`src/rtl/instruction_fetch_pkg.sv`:
```
// rtl/instruction_fetch_pkg.sv - shared state encoding and constants for instruction fetch
package instruction_fetch_pkg;

    typedef enum logic [1:0] {
        IDLE = 2'd0,
        RUN  = 2'd1,
        FULL = 2'd2
    } fetch_state_t;

    localparam logic [5:0] OPC_B       = 6'b000101;
    localparam int         INSTR_BYTES = 4;

endpackage

```
`src/rtl/instruction_fetch_fifo.sv`:
```
// rtl/instruction_fetch_fifo.sv - fetch_fifo: DEPTH x {pc,instr} buffer with flush
module fetch_fifo #(
    parameter int DEPTH = 2
) (
    input  logic                       clk,
    input  logic                       rst_n,
    input  logic                       push,
    input  logic [63:0]                push_data,
    input  logic                       pop,
    input  logic                       flush,
    output logic [63:0]                head_data,
    output logic [$clog2(DEPTH):0]     count,
    output logic                       full,
    output logic                       empty
);

    localparam int AW = $clog2(DEPTH);
    localparam int CW = AW + 1;

    logic [63:0]   mem [DEPTH];
    logic [AW-1:0] wr_ptr;
    logic [AW-1:0] rd_ptr;
    logic [CW-1:0] count_q;
    logic [63:0]   hold_q;
    logic          do_push;
    logic          do_pop;

    assign full    = (count_q == CW'(DEPTH));
    assign empty   = (count_q == '0);
    assign count   = count_q;
    assign do_push = push && !full && !flush;
    assign do_pop  = pop && !empty && !flush;

    // Head stays at the last shown word while empty so decode sees stable values.
    assign head_data = empty ? hold_q : mem[rd_ptr];

    always_ff @(posedge clk) begin
        if (do_push) begin
            mem[wr_ptr] <= push_data;
        end
    end

    always_ff @(posedge clk or negedge rst_n) begin
        if (!rst_n) begin
            wr_ptr  <= '0;
            rd_ptr  <= '0;
            count_q <= '0;
            hold_q  <= '0;
        end else begin
            hold_q <= head_data;
            if (flush) begin
                wr_ptr  <= '0;
                rd_ptr  <= '0;
                count_q <= '0;
            end else begin
                if (do_push) begin
                    wr_ptr <= wr_ptr + AW'(1);
                end
                if (do_pop) begin
                    rd_ptr <= rd_ptr + AW'(1);
                end
                case ({do_push, do_pop})
                    2'b10:   count_q <= count_q + CW'(1);
                    2'b01:   count_q <= count_q - CW'(1);
                    default: count_q <= count_q;
                endcase
            end
        end
    end

endmodule

```
`src/rtl/instruction_fetch.sv`:
```
// rtl/instruction_fetch.sv - PC, fetch FSM and branch predecode feeding the instruction buffer
module instruction_fetch
    import instruction_fetch_pkg::*;
#(
    parameter logic [31:0] RESET_PC = 32'h0000_0000,
    parameter int          DEPTH    = 2
) (
    input  logic        clk,
    input  logic        rst_n,
    input  logic        fetch_en,
    output logic        imem_req,
    output logic [31:0] imem_addr,
    input  logic        imem_ack,
    input  logic [31:0] imem_rdata,
    input  logic        redirect,
    input  logic [31:0] redirect_pc,
    output logic        if_valid,
    input  logic        if_ready,
    output logic [31:0] if_instr,
    output logic [31:0] if_pc
);

    localparam int AW = $clog2(DEPTH);
    localparam int CW = AW + 1;

    fetch_state_t  state_q;
    fetch_state_t  state_d;
    logic [31:0]   pc_q;
    logic [31:0]   pc_seq;
    logic [31:0]   b_offset;
    logic          fire;
    logic          pop;
    logic [63:0]   head_data;
    logic [CW-1:0] count;
    logic [CW-1:0] count_nxt;
    logic          full;
    logic          empty;

    assign fire     = imem_req && imem_ack;
    assign pop      = if_valid && if_ready && !redirect;
    assign if_valid = !empty;
    assign if_instr = head_data[31:0];
    assign if_pc    = head_data[63:32];
    assign imem_addr = pc_q;

    // Predecode: unconditional B jumps straight to its target instead of PC+4.
    assign b_offset = {{4{imem_rdata[25]}}, imem_rdata[25:0], 2'b00};
    assign pc_seq   = (imem_rdata[31:26] == OPC_B) ? pc_q + b_offset
                                                    : pc_q + 32'(INSTR_BYTES);

    always_comb begin
        count_nxt = count;
        if (redirect) begin
            count_nxt = '0;
        end else if (fire && !pop) begin
            count_nxt = count + CW'(1);
        end else if (!fire && pop) begin
            count_nxt = count - CW'(1);
        end
    end

    always_comb begin
        state_d  = state_q;
        imem_req = 1'b0;
        case (state_q)
            IDLE: begin
                if (fetch_en) begin
                    state_d = (count_nxt == CW'(DEPTH)) ? FULL : RUN;
                end
            end
            RUN, FULL: begin
                imem_req = (state_q == RUN) && !full && !redirect;
                if (!fetch_en) begin
                    state_d = IDLE;
                end else begin
                    state_d = (count_nxt == CW'(DEPTH)) ? FULL : RUN;
                end
            end
            default: state_d = IDLE;
        endcase
    end

    always_ff @(posedge clk or negedge rst_n) begin
        if (!rst_n) begin
            state_q <= IDLE;
            pc_q    <= RESET_PC;
        end else begin
            state_q <= state_d;
            if (redirect) begin
                pc_q <= redirect_pc;
            end else if (fire) begin
                pc_q <= pc_seq;
            end
        end
    end

    fetch_fifo #(
        .DEPTH(DEPTH)
    ) u_fifo (
        .clk       (clk),
        .rst_n     (rst_n),
        .push      (fire),
        .push_data ({pc_q, imem_rdata}),
        .pop       (pop),
        .flush     (redirect),
        .head_data (head_data),
        .count     (count),
        .full      (full),
        .empty     (empty)
    );

endmodule
```
`config.mk`:
```
export PLATFORM = sky130hd
export DESIGN_NAME = instruction_fetch
export DESIGN_NICKNAME = d
export VERILOG_FILES = /design/src/rtl/instruction_fetch_pkg.sv /design/src/rtl/instruction_fetch_fifo.sv /design/src/rtl/instruction_fetch.sv
export SDC_FILE = /design/constraint.sdc
export NUM_CORES = 1
export LEC_CHECK = 0
export ABC_CLOCK_PERIOD_IN_PS = 11280
export CORE_MARGIN = 4
export CORE_UTILIZATION = 45
export DETAILED_ROUTE_END_ITERATION = 16
export PLACE_DENSITY = 0.69
export RECOVER_POWER = 25
export SYNTH_ARGS = -nofsm -noshare
export SYNTH_HDL_FRONTEND = slang
export SYNTH_SLANG_ARGS = --single-unit
```
`constraint.sdc`:
```
create_clock -name clk -period 11.28 [get_ports clk]
set_input_delay 2.256 -clock clk [delete_from_list [all_inputs] [get_ports clk]]
set_output_delay 2.256 -clock clk [all_outputs]
set_load 0.1 [all_outputs]
```
After elaboration in Yosys (flattened, before gate mapping)
Memory sizes are Yosys's and may differ from the RTL's.
Index checks and enable logic that the tools add are counted.
{"block": "totals", "register_bits": 102, "ram_bits": 128, "inputBits": 70, "output_inout_bits": 98, "word_cells": 64, "memories": 1}
{"block": "classes", "addsub": 6, "n_eq_ne": 8, "mux": 20, "n_reduce_logical": 23}
{"name": "u_fifo.mem", "depth": 2, "width": 64, "rd": 1, "rd_clocked_by_memory_dff": 0, "write_ports": 1, "line_no": "instruction_fetch_fifo.sv:20", "text": "logic [63:0] mem [DEPTH];"}
{"operator": "32-bit two-way mux", "count": 3}
{"operator": "64-bit two-way mux", "count": 1}
{"operator": "32-bit by 3-bit adder with 32-bit output (second input constant)", "count": 1}
{"operator": "32-bit adder", "count": 1}
{"operator": "2-bit two-way mux", "count": 7}
{"operator": "1-bit logical AND", "count": 11}
{"operator": "2-bit equality test (second input constant)", "count": 4}
{"operator": "2-bit one-hot mux with 2 select lines", "count": 2}
{"operator": "1-bit two-way mux", "count": 7}
{"operator": "6-bit by 3-bit equality test with 1-bit output (second input constant)", "count": 1}
{"operator": "2-bit nonzero test", "count": 3}
{"operator": "1-bit logical NOT", "count": 5}
{"operator": "2-bit by 1-bit equality test with 1-bit output (second input constant)", "count": 2}
{"operator": "2-bit logical NOT", "count": 2}
{"operator": "3-bit nonzero test", "count": 1}
{"operator": "1-bit adder (second input constant)", "count": 2}
{"operator": "2-bit by 1-bit adder with 2-bit output (second input constant)", "count": 1}
{"operator": "2-bit inequality test (second input constant)", "count": 1}
{"operator": "2-bit OR reduction", "count": 1}
{"operator": "2-bit by 1-bit subtractor with 2-bit output (second input constant)", "count": 1}

Depth between registers and ports, before layout
Gate-level depths: netlist (run 1).
{"block": "depth", "depth_word": 15, "ltp_mapped": 15, "ltp_nobuf": 14}

Hierarchy
Synthesis (run 1) repeated with hierarchy kept, for this count alone.
{"block": "unflattened", "hier_cells": 804, "hier_area_um2": 10167.3}
{"mod": "fetch_fifo", "instances": 1, "cells_per_inst": 430, "area_each_um2": 6991.7, "seq_area_each_um2": 5545.3}
{"mod": "instruction_fetch", "instances": 1, "cells_per_inst": 374, "area_each_um2": 3175.5, "seq_area_each_um2": 850.8}

Worst setup path before layout (run 1)
OpenSTA, ideal clock, no wires.
{"block": "synth_path", "kind": "input port to flip-flop", "start": "input redirect", "end": "memory u_fifo.mem[0][0], enable pin", "arrival_ns": 6.294, "setup_slack_ns": 4.498, "stages": 5, "n_path_buf": 2, "cell_sequence": "clkbuf_1 -> and4bb_2 -> nand2_1 -> buf_1 -> nor2_1"}
{"block": "synth_between", "elab_chain_cells": 8}
{"item": "start: declaration", "line_no": "instruction_fetch.sv:15", "text": "input logic redirect,"}
{"item": "1-bit logical NOT", "line_no": "instruction_fetch.sv:72", "text": "imem_req = (state_q == RUN) && !full && !redirect;"}
{"item": "1-bit logical AND", "line_no": "instruction_fetch.sv:72"}
{"item": "1-bit two-way mux", "line_no": "instruction_fetch.sv:65", "text": "case (state_q)"}
{"item": "via imem_req", "line_no": "instruction_fetch.sv:11", "text": "output logic imem_req,"}
{"item": "1-bit logical AND", "line_no": "instruction_fetch.sv:39", "text": "assign fire = imem_req && imem_ack;"}
{"item": "1-bit logical AND (2 in a row)", "line_no": "instruction_fetch_fifo.sv:31", "text": "assign do_push = push && !full && !flush;"}
{"item": "1-bit two-way mux", "line_no": "instruction_fetch_fifo.sv:38", "text": "if (do_push) begin"}
{"item": "1-bit two-way mux (not written as such)", "line_no": "instruction_fetch_fifo.sv:39", "text": "mem[wr_ptr] <= push_data;"}
{"item": "end: declaration", "line_no": "instruction_fetch_fifo.sv:20"}
The timed path passes the listed nets, and every way through them passes these cells.

Final worst setup path (run 1)
{"block": "layout_path", "start": "register u_fifo.count_q[0], in the netlist u_fifo.count[0]", "end": "output if_instr[13]"}
{"block": "layout_between", "elab_chain_cells": 2}
{"item": "start: declaration", "line_no": "instruction_fetch_fifo.sv:23", "text": "logic [CW-1:0] count_q;"}
{"item": "start signal: assignment", "line_no": "instruction_fetch_fifo.sv:63", "text": "2'b10: count_q <= count_q + CW'(1);"}
{"item": "start signal: assignment", "line_no": "instruction_fetch_fifo.sv:64", "text": "2'b01: count_q <= count_q - CW'(1);"}
{"item": "start signal: assignment", "line_no": "instruction_fetch_fifo.sv:65", "text": "default: count_q <= count_q;"}
{"item": "2-bit logical NOT", "line_no": "instruction_fetch_fifo.sv:29", "text": "assign empty = (count_q == '0);"}
{"item": "64-bit two-way mux", "line_no": "instruction_fetch_fifo.sv:35", "text": "assign head_data = empty ? hold_q : mem[rd_ptr];"}
{"item": "end: declaration", "line_no": "instruction_fetch.sv:19", "text": "output logic [31:0] if_instr,"}
Every way passes these cells.

==> summary.txt, run 1 <==
STA
  – Min cycle time layout: 6.88 ns
  – Layout Skew: 0.00957 ns
  – Setup TNS: 0 ns
  – Slew margin rel.: -120%
  – Final setup margin: 4.40 ns
  – Worst-margin pin slew: between 3 and 4 ns
  – Fin crit share: 61.0%
  – Final hold vios: 0
  – Final count of negative-setup-slack endpoints: 0
  – RSZ-0062 raised after global routing: false
  – Final max-slew violation count: roughly 110
  – Fmax: 145 MHz

Synthesis
  – Synth Register Bits: 230
  – Top cells by count, synth: edfxtp_1 (128), dfrtp_1 (102), nand2_1 (97), o21ai_0 (97), mux2i_1 (67)
  – Largest area contributor in the netlist: edfxtp_1
  – Warnings from Yosys: 0
  – Synth unique cells: 55
  – Synth top area share: around two fifths
  – Syn Inst Count: 797
  – Post-Syn Area: 10100 um2
  – Syn_nets: 902
  – Dominant cells by area after synthesis: edfxtp_1 (38%), dfrtp_1 (25%), mux2i_1 (6.7%)
  – Post-synth EDFFs: 128
  – Most used DFF post-synth: edfxtp_1
  – Most frequent cell after synthesis: edfxtp_1
  – Sequential element share of the synthesized area: ~64%
  – Share of flip-flops with an asynchronous set or reset: 44.3%
  – Avg Inst Size Synth: 12.6 um2

Cells and area
  – Nets: 1064
  – Final Cell Area: 12900 um2
  – Layout cells sized above 1: 6.44%
  – FILL cells: 1869
  – Synth-to-Final Area Change: 27.9%
  – Post-Layout Cell Count: around 1300

Routing
  – Initial DRT Pass Iterations: 5
  – DR vias: about 6700
  – Drt via density: 5.31
  – DRT Wirelength: 23100 um
  – Post-route ant nets: 0
  – Per-cell routed wire length: around 18 um
  – Drt drc: 0
  – Initial DRC Count: 337

Floorplan
  – FP Rows: 54
  – Starting Density: 46.0%
  – Die extent in x: approximately 160 um
  – Core area: 21900 um2
  – Top Ports: ~170
  – Die ar.: 24800 um2
  – Die Y: around 160 um

Worst setup path
  – CP endpoint kind: output pin
  – Ordered list of cells on the worst path: inv_1 > ha_1 > buf_4 > nand2_1 > o21ai_0 > clkdlybuf4s50_1
  – Crit path DAT: between 4 and 5 ns
  – CP startpoint kind: flip-flop
  – Critical path class: reg -> out
  – Slowest library cell on the worst path: ha_1
  – CP max stage delay: 1.30 ns
  – CP Max Fanout: between 70 and 80
  – Worst Path Required: about 9.0 ns

Global routing
  – Largest net degree at the start of global routing: 78
  – Initial antenna violation count: 2
  – Overflow after GRT: 0
  – Global-route wire length before repair: about 37000 um
  – Total global routing track utilization: 18.6%
  – Vias in the first global route: 6711

Clock network
  – Clock root cell: clkbuf_16
  – Post-CTS Repair Setup Buffers: 0
  – CTS tree: done
  – H-tree levels: 1
  – Clock sinks: 230
  – Longest Clk Path Bufs: 3
  – Reg clk slew, reported paths: 0.06 ns
  – Hold Buf Count CTS: 0
  – Worst skew pair latency: 0.52 ns
  – Num CTS Buffers: 25
  – Post-CTS sizing: 0

Hold path
  – Hold Path Class: reg -> reg

Placement
  – IO buf count: between 150 and 200
  – DP HPWL: ~15000 um
  – Placed insts: roughly 1200
  – DP Worst Slack: 4.85 ns
  – Final GP Congestion: 0.823
  – Placed instance area: 12000 um2

Job
  – Max_cap viols: 2

Status
  – Failing checks: capacitance limit, slew limit
  – Status: finished, violations left
-- metal layers --
layer	up-vias	track usage, %	share of wire (%)
met5	-	0	0
met3	25	3.31	5.5
met2	184	30.4	48
li1	3261	-	-
met4	0	4.30	1.3
met1	3218	26.1	45
-- final timing paths --
path | start | endpoint | slack [ns] | depth (start not counted)
max in group asynchronous | rst_n | u_fifo.rd_ptr$_DFFE_PN0P_ | 6.35 | 2
min in group asynchronous | rst_n | u_fifo.hold_q[41]$_DFF_PN0_ | 2.85 | 1
hold / removal | u_fifo.hold_q[44]$_DFF_PN0_ | u_fifo.hold_q[44]$_DFF_PN0_ | 0.49 | 2
setup reg to reg | u_fifo.count[0]$_DFFE_PN0P_ | state_q[0]$_DFFE_PN0P_ | 7.47 | 11
hold reg to reg | u_fifo.hold_q[44]$_DFF_PN0_ | u_fifo.hold_q[44]$_DFF_PN0_ | 0.49 | 2
setup / recovery | u_fifo.count[0]$_DFFE_PN0P_ | if_instr[13] | 4.40 | 6
-- worst max-delay path: cells and delay by family (launching register included) --
family          cells  cell delay [ns]
buf+inv             3             2.09
fa+ha+maj           1             1.30
flops               1             0.40
compound gates      1             0.17
simple gates        1             0.11
-- sequential cells by signal, summed over array words and instances, names as in the netlist --
register / flops
u_fifo.mem: 128
u_fifo.hold_q: 64
imem_addr: 32
state_q: 2
u_fifo.count: 2
u_fifo.rd_ptr: 1
u_fifo.wr_ptr: 1
-- cell usage in the layout (no fill, tap or decap), types with 4 or more instances in the layout --
cell	n
xor2_1	8
a21oi_1	28
nand4_1	6
a21o_1	9
dfrtp_1	101
ha_1	34
buf_4	8
clkinv_1	6
clkbuf_8	4
a211oi_1	5
nand2_1	97
clkbuf_1	5
and2_1	26
dlygate4sd3_1	5
xnor2_1	20
clkbuf_16	25
a31oi_1	4
edfxtp_1	128
inv_1	16
mux2i_1	67
o21ai_0	97
o21bai_1	7
bufinv_16	4
nor2_1	18
clkdlybuf4s50_1	160
a22oi_1	22
-- logic make-up (layout without fill, tap and decap cells) --
group,count (synthesis),count (layout),share of synthesized area (%)
flops,230,230,63.5
compound gates,203,203,12.4
simple gates,176,176,8.26
mux,69,69,6.88
buf+inv,56,237,2.10
fa+ha+maj,35,35,4.42
xor+xnor,28,28,2.44
other cells,0,2,0
-- area by class of cell --
| class | count | area, um2 | share of cell area, % |
|---|---|---|---|
| flip-flops and latches | 230 | 6400 | 49.7 |
| diodes | 2 | 5.00 | 0.0389 |
| well taps | 280 | 350 | 2.72 |
| repair buffers | 175 | 1720 | 13.4 |
| clock inverters | 13 | 164 | 1.27 |
| multi-input cells | 511 | 3480 | 27.0 |
| inverters | 16 | 60.1 | 0.466 |
| clock buffers | 33 | 696 | 5.40 |
-- stage by stage --
| step | utilization (%) | hold WS [ns] |
|---|---|---|
| 2_1_floorplan | - | 0.465 |
| 3_3_place_gp | 54.9 | 0.473 |
| 6_report | 58.8 | 0.493 |
| 3_5_place_dp | 54.9 | 0.483 |
| 4_1_cts | 58.9 | 0.497 |
| 5_1_grt | 58.8 | 0.510 |
Power of run 1 is not shown: default switching activity piles up to over one toggle a cycle in this logic, so the estimate is an artifact.
==> run 2: changes to the inputs <==
- ABC_CLOCK_PERIOD_IN_PS: 11280 -> 5700
- PLACE_DENSITY: 0.69 -> 0.72
- clock period: 11.28 -> 5.7 ns (I/O delays scaled with it)
==> run 2 against run 1 <==
  * Critical path depth grew 10
  * Clock-buffer cell count grew 5
  * Global-route usage grew 0.31 points
  * Largest cell class unchanged
  * Final cell count is the same
  * The run now ends clean
  * Utilization grew 0.057 points
  * Worst hold slack gained 0.0037 ns
  * Critical endpoint is now imem_addr[26]$_DFFE_PN0N_
==> summary.txt, run 2 (synthesis gave the netlist of run 1 again) <==
Status
  – Status: complete, no violations

Worst setup path
  – CP Depth: 16
  – CP startpoint kind: input pin
  – CP top delay family: compound AO/OA/AOI/OAI gates
  – CP Max Fanout: 26
  – Worst Path Required: 6.06 ns
  – Crit path DAT: roughly 5.1 ns
  – Slowest library cell on the worst path: dlygate4sd3_1
  – Worst Path Buf+Inv: 2
  – Ordered list of cells on the worst path: dlygate4sd3_1 > nand4bb_1 > nor3_2 > buf_4 > nand2b_1 > ha_1 > fa_1 > a211oi_1 > o211ai_1 > and2_1 > a211oi_1 > nor3_1 > a211oi_1 > o21bai_1 > xnor2_1 > o221ai_1
  – CP endpoint kind: flip-flop
  – Crit path top cell by count: a211oi_1
  – R2R depth: 11
  – Flop2flop setup slack: 2.47 ns
  – Critical path class: in -> reg
  – CP max stage delay: 0.56 ns

STA
  – Final max-slew violation count: 0
  – Setup TNS: 0 ns
  – Slew margin rel.: 29.5%
  – Final hold vios: 0
  – Fmax: 213 MHz
  – Final count of negative-setup-slack endpoints: 0
  – Layout Skew: approximately 0.0065 ns
  – Min cycle time layout: about 4.7 ns
  – Fin crit share: 82.3%
  – RSZ-0062 raised after global routing: false
  – Worst-margin pin slew: 1.05 ns

Hold path
  – Hold Path Class: reg -> reg
  – Min-Delay Path Depth: 2

Cells and area
  – Synth-to-Final Area Change: 28.0%
  – FILL cells: ~1800
  – Final core occ: approximately three fifths
  – Commonest non-fill, non-tap cell in the layout: clkdlybuf4s50_1
  – Final Cell Area: 12900 um2
  – Largest register FFs: 128
  – Nets: 1066
  – Largest register by flop count: u_fifo.mem
  – Layout cells sized above 1: 6.95%
  – Most frequent cells in the layout: clkdlybuf4s50_1 (133), edfxtp_1 (128), dfrtp_1 (101), nand2_1 (97), o21ai_0 (97)

Floorplan
  – Top Ports: about 170
  – FP Rows: 54
  – Die extent in x: roughly 160 um
  – Core area: about 22000 um2
  – Starting Density: 46.0%
  – Die ar.: 24800 um2
  – Die Y: roughly 160 um

Routing
  – Drt drc: 0
  – Initial DRT Pass Iterations: 5
  – Initial DRC Count: 417
  – Post-route ant nets: 0
  – Per-cell routed wire length: roughly 19 um
  – DRT Wirelength: between 20000 and 25000 um
  – DR vias: 6690
  – Drt via density: 5.31

Global routing
  – Vias in the first global route: 6761
  – Total global routing track utilization: between 10% and 20%
  – Global-route wire length before repair: 37000 um
  – Overflow after GRT: 0
  – Largest net degree at the start of global routing: 81
  – Initial antenna violation count: 2

Clock network
  – Longest Clk Path Bufs: 3
  – Clock sinks: 230
  – H-tree levels: 1
  – Num CTS Buffers: 25
  – Reg clk slew, reported paths: 0.06 ns
  – Post-CTS Repair Setup Buffers: 0
  – Clock root cell: clkbuf_16
  – Hold Buf Count CTS: 0
  – Worst skew pair latency: between 0.5 and 0.6 ns
  – Post-CTS sizing: 0
  – CTS tree: done

Placement
  – DP HPWL: 15500 um
  – Placed instance area: ~12000 um2
  – IO buf count: 167
  – Final GP Congestion: a little under 0.9

Job
  – Max_cap viols: 0
==> run 2: cell count changes in the layout (fill, tap and decap cells not counted), sizes merged, moves of 2 or more <==
cell and delta:
clkdlybuf4s50 -27, clkinv -5, clkbuf +4, dlygate4sd3 +27, bufinv -2, buf +3
==> run 2: layer usage <==
metal  share of wire, %  wire [um]  vias to the layer above  GRT usage (%)
met5                  0          0                        -              0
met4                2.3        535                        0           5.20
met3                5.7       1330                       44           2.95
met2                 48      11300                      189           31.6
met1                 44      10200                     3207           25.8
li1                   -          -                     3250              -
==> run 2: layout make-up <==
cell class / instances / area [um2] / area share (%)
multi-input cells: 511 / 3490 / 27.1
clock buffers: 38 / 724 / 5.62
inverters: 16 / 60.1 / 0.466
well taps: 280 / 350 / 2.72
flip-flops and latches: 230 / 6400 / 49.7
diodes: 1 / 2.50 / 0.0194
repair buffers: 177 / 1760 / 13.7
clock inverters: 7 / 93.8 / 0.728
==> run 2: through the flow <==
step | std cells | worst slack, ns | hold WS, ns
4_1_cts | 1259 | 1.02 | 0.502
6_report | 1260 | 1.01 | 0.497
3_5_place_dp | 1214 | 0.645 | 0.483
5_1_grt | 1260 | 0.776 | 0.528
2_1_floorplan | 797 | 0.0340 | 0.465
3_3_place_gp | 1214 | 0.693 | 0.478
==> run 2: path summary, 6_finish.rpt <==
kind | to | from
setup / recovery | imem_addr[26]$_DFFE_PN0N_ | imem_rdata[29]
max in group asynchronous | imem_addr[29]$_DFFE_PN0N_ | rst_n
min in group asynchronous | u_fifo.hold_q[38]$_DFF_PN0_ | rst_n
setup reg to reg | imem_addr[26]$_DFFE_PN0N_ | imem_addr[2]$_DFFE_PN0N_
hold / removal | u_fifo.hold_q[25]$_DFF_PN0_ | u_fifo.hold_q[25]$_DFF_PN0_
hold reg to reg | u_fifo.hold_q[25]$_DFF_PN0_ | u_fifo.hold_q[25]$_DFF_PN0_
==> run 2: worst min-delay path, delay by kind of cell, from the launching register on <==
| kind | cells | cell delay (ns) |
|---|---|---|
| DFF | 1 | 0.32 |
| and+or+nand+nor | 1 | 0.05 |
| AOI/OAI and AO/OA | 1 | 0.09 |
Power of run 2 is left out for the same reason.
==> run 3: changes to the inputs <==
- ABC_CLOCK_PERIOD_IN_PS: 5700 -> 4240
- clock period: 5.7 -> 4.24 ns (I/O delays scaled with it)
==> run 3 against run 2 <==
  * Die area is the same
  * Final cell count grew 3.9%
  * Critical path type unchanged
  * Register-to-register slack lost 1.3 ns
  * Utilization grew 0.65 points
  * Critical path depth shrank 1
  * Worst hold slack lost 0.056 ns
  * Largest cell class unchanged
==> summary.txt, run 3 (synthesis gave the netlist of run 1 again) <==
Status
  – Status: complete, no violations

STA
  – Fin crit share: 95.7%
  – Slew margin rel.: 30.4%
  – Final count of negative-setup-slack endpoints: 0
  – Hold WS: roughly 0.44 ns
  – Final hold vios: 0
  – RSZ-0062 raised after global routing: true
  – Worst-margin pin slew: 1.04 ns
  – Final max-slew violation count: 0
  – Min cycle time layout: just over 4 ns
  – Fmax: between 200 and 250 MHz
  – Layout Skew: between 0.006 and 0.007 ns

Global routing
  – Met3 Resource Use GR: about 3.4%
  – Overflow after GRT: 0
  – Largest net degree at the start of global routing: 67
  – Met2 track demand over resource: 30.7%
  – Initial antenna violation count: 1
  – Vias in the first global route: 6851
  – Global-route wire length before repair: 37100 um
  – Gr busiest metal: met2
  – Met1 global-route usage: 27.1%
  – Total global routing track utilization: 19.0%

Clock network
  – Longest Clk Path Bufs: 3
  – CTS tree: done
  – Clock sinks: 230
  – Reg clk slew, reported paths: 0.06 ns
  – Clock root cell: clkbuf_16
  – Num CTS Buffers: 25
  – Hold Buf Count CTS: 0
  – H-tree levels: 1
  – Worst skew pair latency: between 0.5 and 0.6 ns

Cells and area
  – Nets: 1115
  – Synth-to-Final Area Change: 29.4%
  – Most frequent cells in the layout: edfxtp_1 (128), buf_4 (123), dfrtp_1 (101), nand2_1 (97), clkdlybuf4s50_1 (73)
  – Post-Layout Cell Count: 1309
  – N_diodes: 0
  – Largest register by flop count: u_fifo.mem
  – Commonest non-fill, non-tap cell in the layout: edfxtp_1
  – Largest register FFs: 128
  – Layout cells sized above 1: 17.7%

Worst setup path
  – Ordered list of cells on the worst path: clkdlybuf4s50_1 > nand4bb_1 > nor3_4 > nand2b_1 > ha_1 > fa_1 > a211oi_1 > o211ai_1 > and2_1 > a211oi_1 > nor3_1 > a211oi_1 > o21bai_1 > xnor2_1 > o221ai_1
  – Critical path class: in -> reg
  – Slowest library cell on the worst path: clkdlybuf4s50_1
  – Crit path DAT: 4.42 ns
  – CP startpoint kind: input pin
  – CP Max Fanout: 4
  – CP max stage delay: 0.41 ns
  – Worst Path Required: 4.60 ns
  – CP endpoint kind: flip-flop
  – Crit path top cell by count: a211oi_1

Routing
  – Per-cell routed wire length: ~18 um
  – Post-route ant nets: 0
  – Initial DRC Count: 437
  – DRT Wirelength: 23600 um
  – DR vias: 6909
  – Initial DRT Pass Iterations: 5
  – Drt via density: ~5.3
  – Drt drc: 0

Floorplan
  – Starting Density: 46.0%
  – Top Ports: 168
  – FP Rows: 54
  – Die extent in x: 158 um
  – Die Y: 158 um
  – Core area: 21900 um2
  – Die ar.: between 20000 and 25000 um2

Placement
  – IO buf count: 167
  – Placed insts: between 1000 and 1500
  – Final GP Congestion: 0.863
  – DP HPWL: 16000 um

Hold path
  – Hold Path Class: in -> async

Job
  – Max_cap viols: 0
-- run 3: cell count changes in the layout (fill, tap and decap cells not counted), sizes merged --
cell	delta
buf	+114
clkdlybuf4s50	-60
dlygate4sd3	-5
bufinv	-2
clkinv	+2
clkinvlp	+1
diode	-1
-- run 3: worst max-delay path, delay by kind of cell --
kind | cells | cell delay [ns]
AOI/OAI and AO/OA | 6 | 1.36
and+or+nand+nor | 5 | 1.01
adders and majority gates | 2 | 0.61
buffers and inverters | 1 | 0.41
xor gates and xnor gates | 1 | 0.15
-- run 3: layout make-up --
| type | instances | area (um2) |
|---|---|---|
| fillers | 1805 | 8860 |
| flip-flops and latches | 230 | 6400 |
| inverters | 16 | 60.1 |
| repair buffers | 226 | 1960 |
| multi-input cells | 511 | 3510 |
| clock inverters | 8 | 55.1 |
| well taps | 280 | 350 |
| clock buffers | 38 | 694 |
-- run 3: path summary, 6_finish.rpt --
path / cells past startpoint / start / to / slack (ns)
worst max-delay path: 15 / imem_rdata[29] / imem_addr[26]$_DFFE_PN0N_ / 0.18
min in group clk: 2 / u_fifo.hold_q[62]$_DFF_PN0_ / u_fifo.hold_q[62]$_DFF_PN0_ / 0.49
worst min-delay path: 1 / rst_n / u_fifo.hold_q[42]$_DFF_PN0_ / 0.44
worst min register to register: 2 / u_fifo.hold_q[62]$_DFF_PN0_ / u_fifo.hold_q[62]$_DFF_PN0_ / 0.49
worst max register to register: 11 / imem_addr[2]$_DFFE_PN0N_ / imem_addr[26]$_DFFE_PN0N_ / 1.13
max in group asynchronous: 2 / rst_n / imem_addr[8]$_DFFE_PN0N_ / 2.96
-- run 3: per-stage QoR --
stage                     cell area, um2  setup slack (ns)  utilization, %  TNS (ns)
final                              13000             0.181            59.5         0
after global routing               13000           -0.0719            59.5   -0.0883
after CTS                          13000             0.119            59.4         0
after detailed placement           12300            -0.417            56.0     -2.87
after global placement             12300            -0.329            56.0     -2.29
after floorplan                    10100             0.187               -         0
-- run 3: routing by layer --
layer | part of all wire (%) | vias up
li1 | - | 3365
met1 | 45 | 3322
met2 | 47 | 194
met3 | 6.7 | 26
met4 | 1.6 | 2
met5 | 0.055 | -
-- run 3: repair_timing --
item | in CTS | in global routing
setup buffers | 0 | 1
setup endpoints to repair | 0 | 7
resized for setup | 0 | 4
Power of run 3 is left out for the same reason.
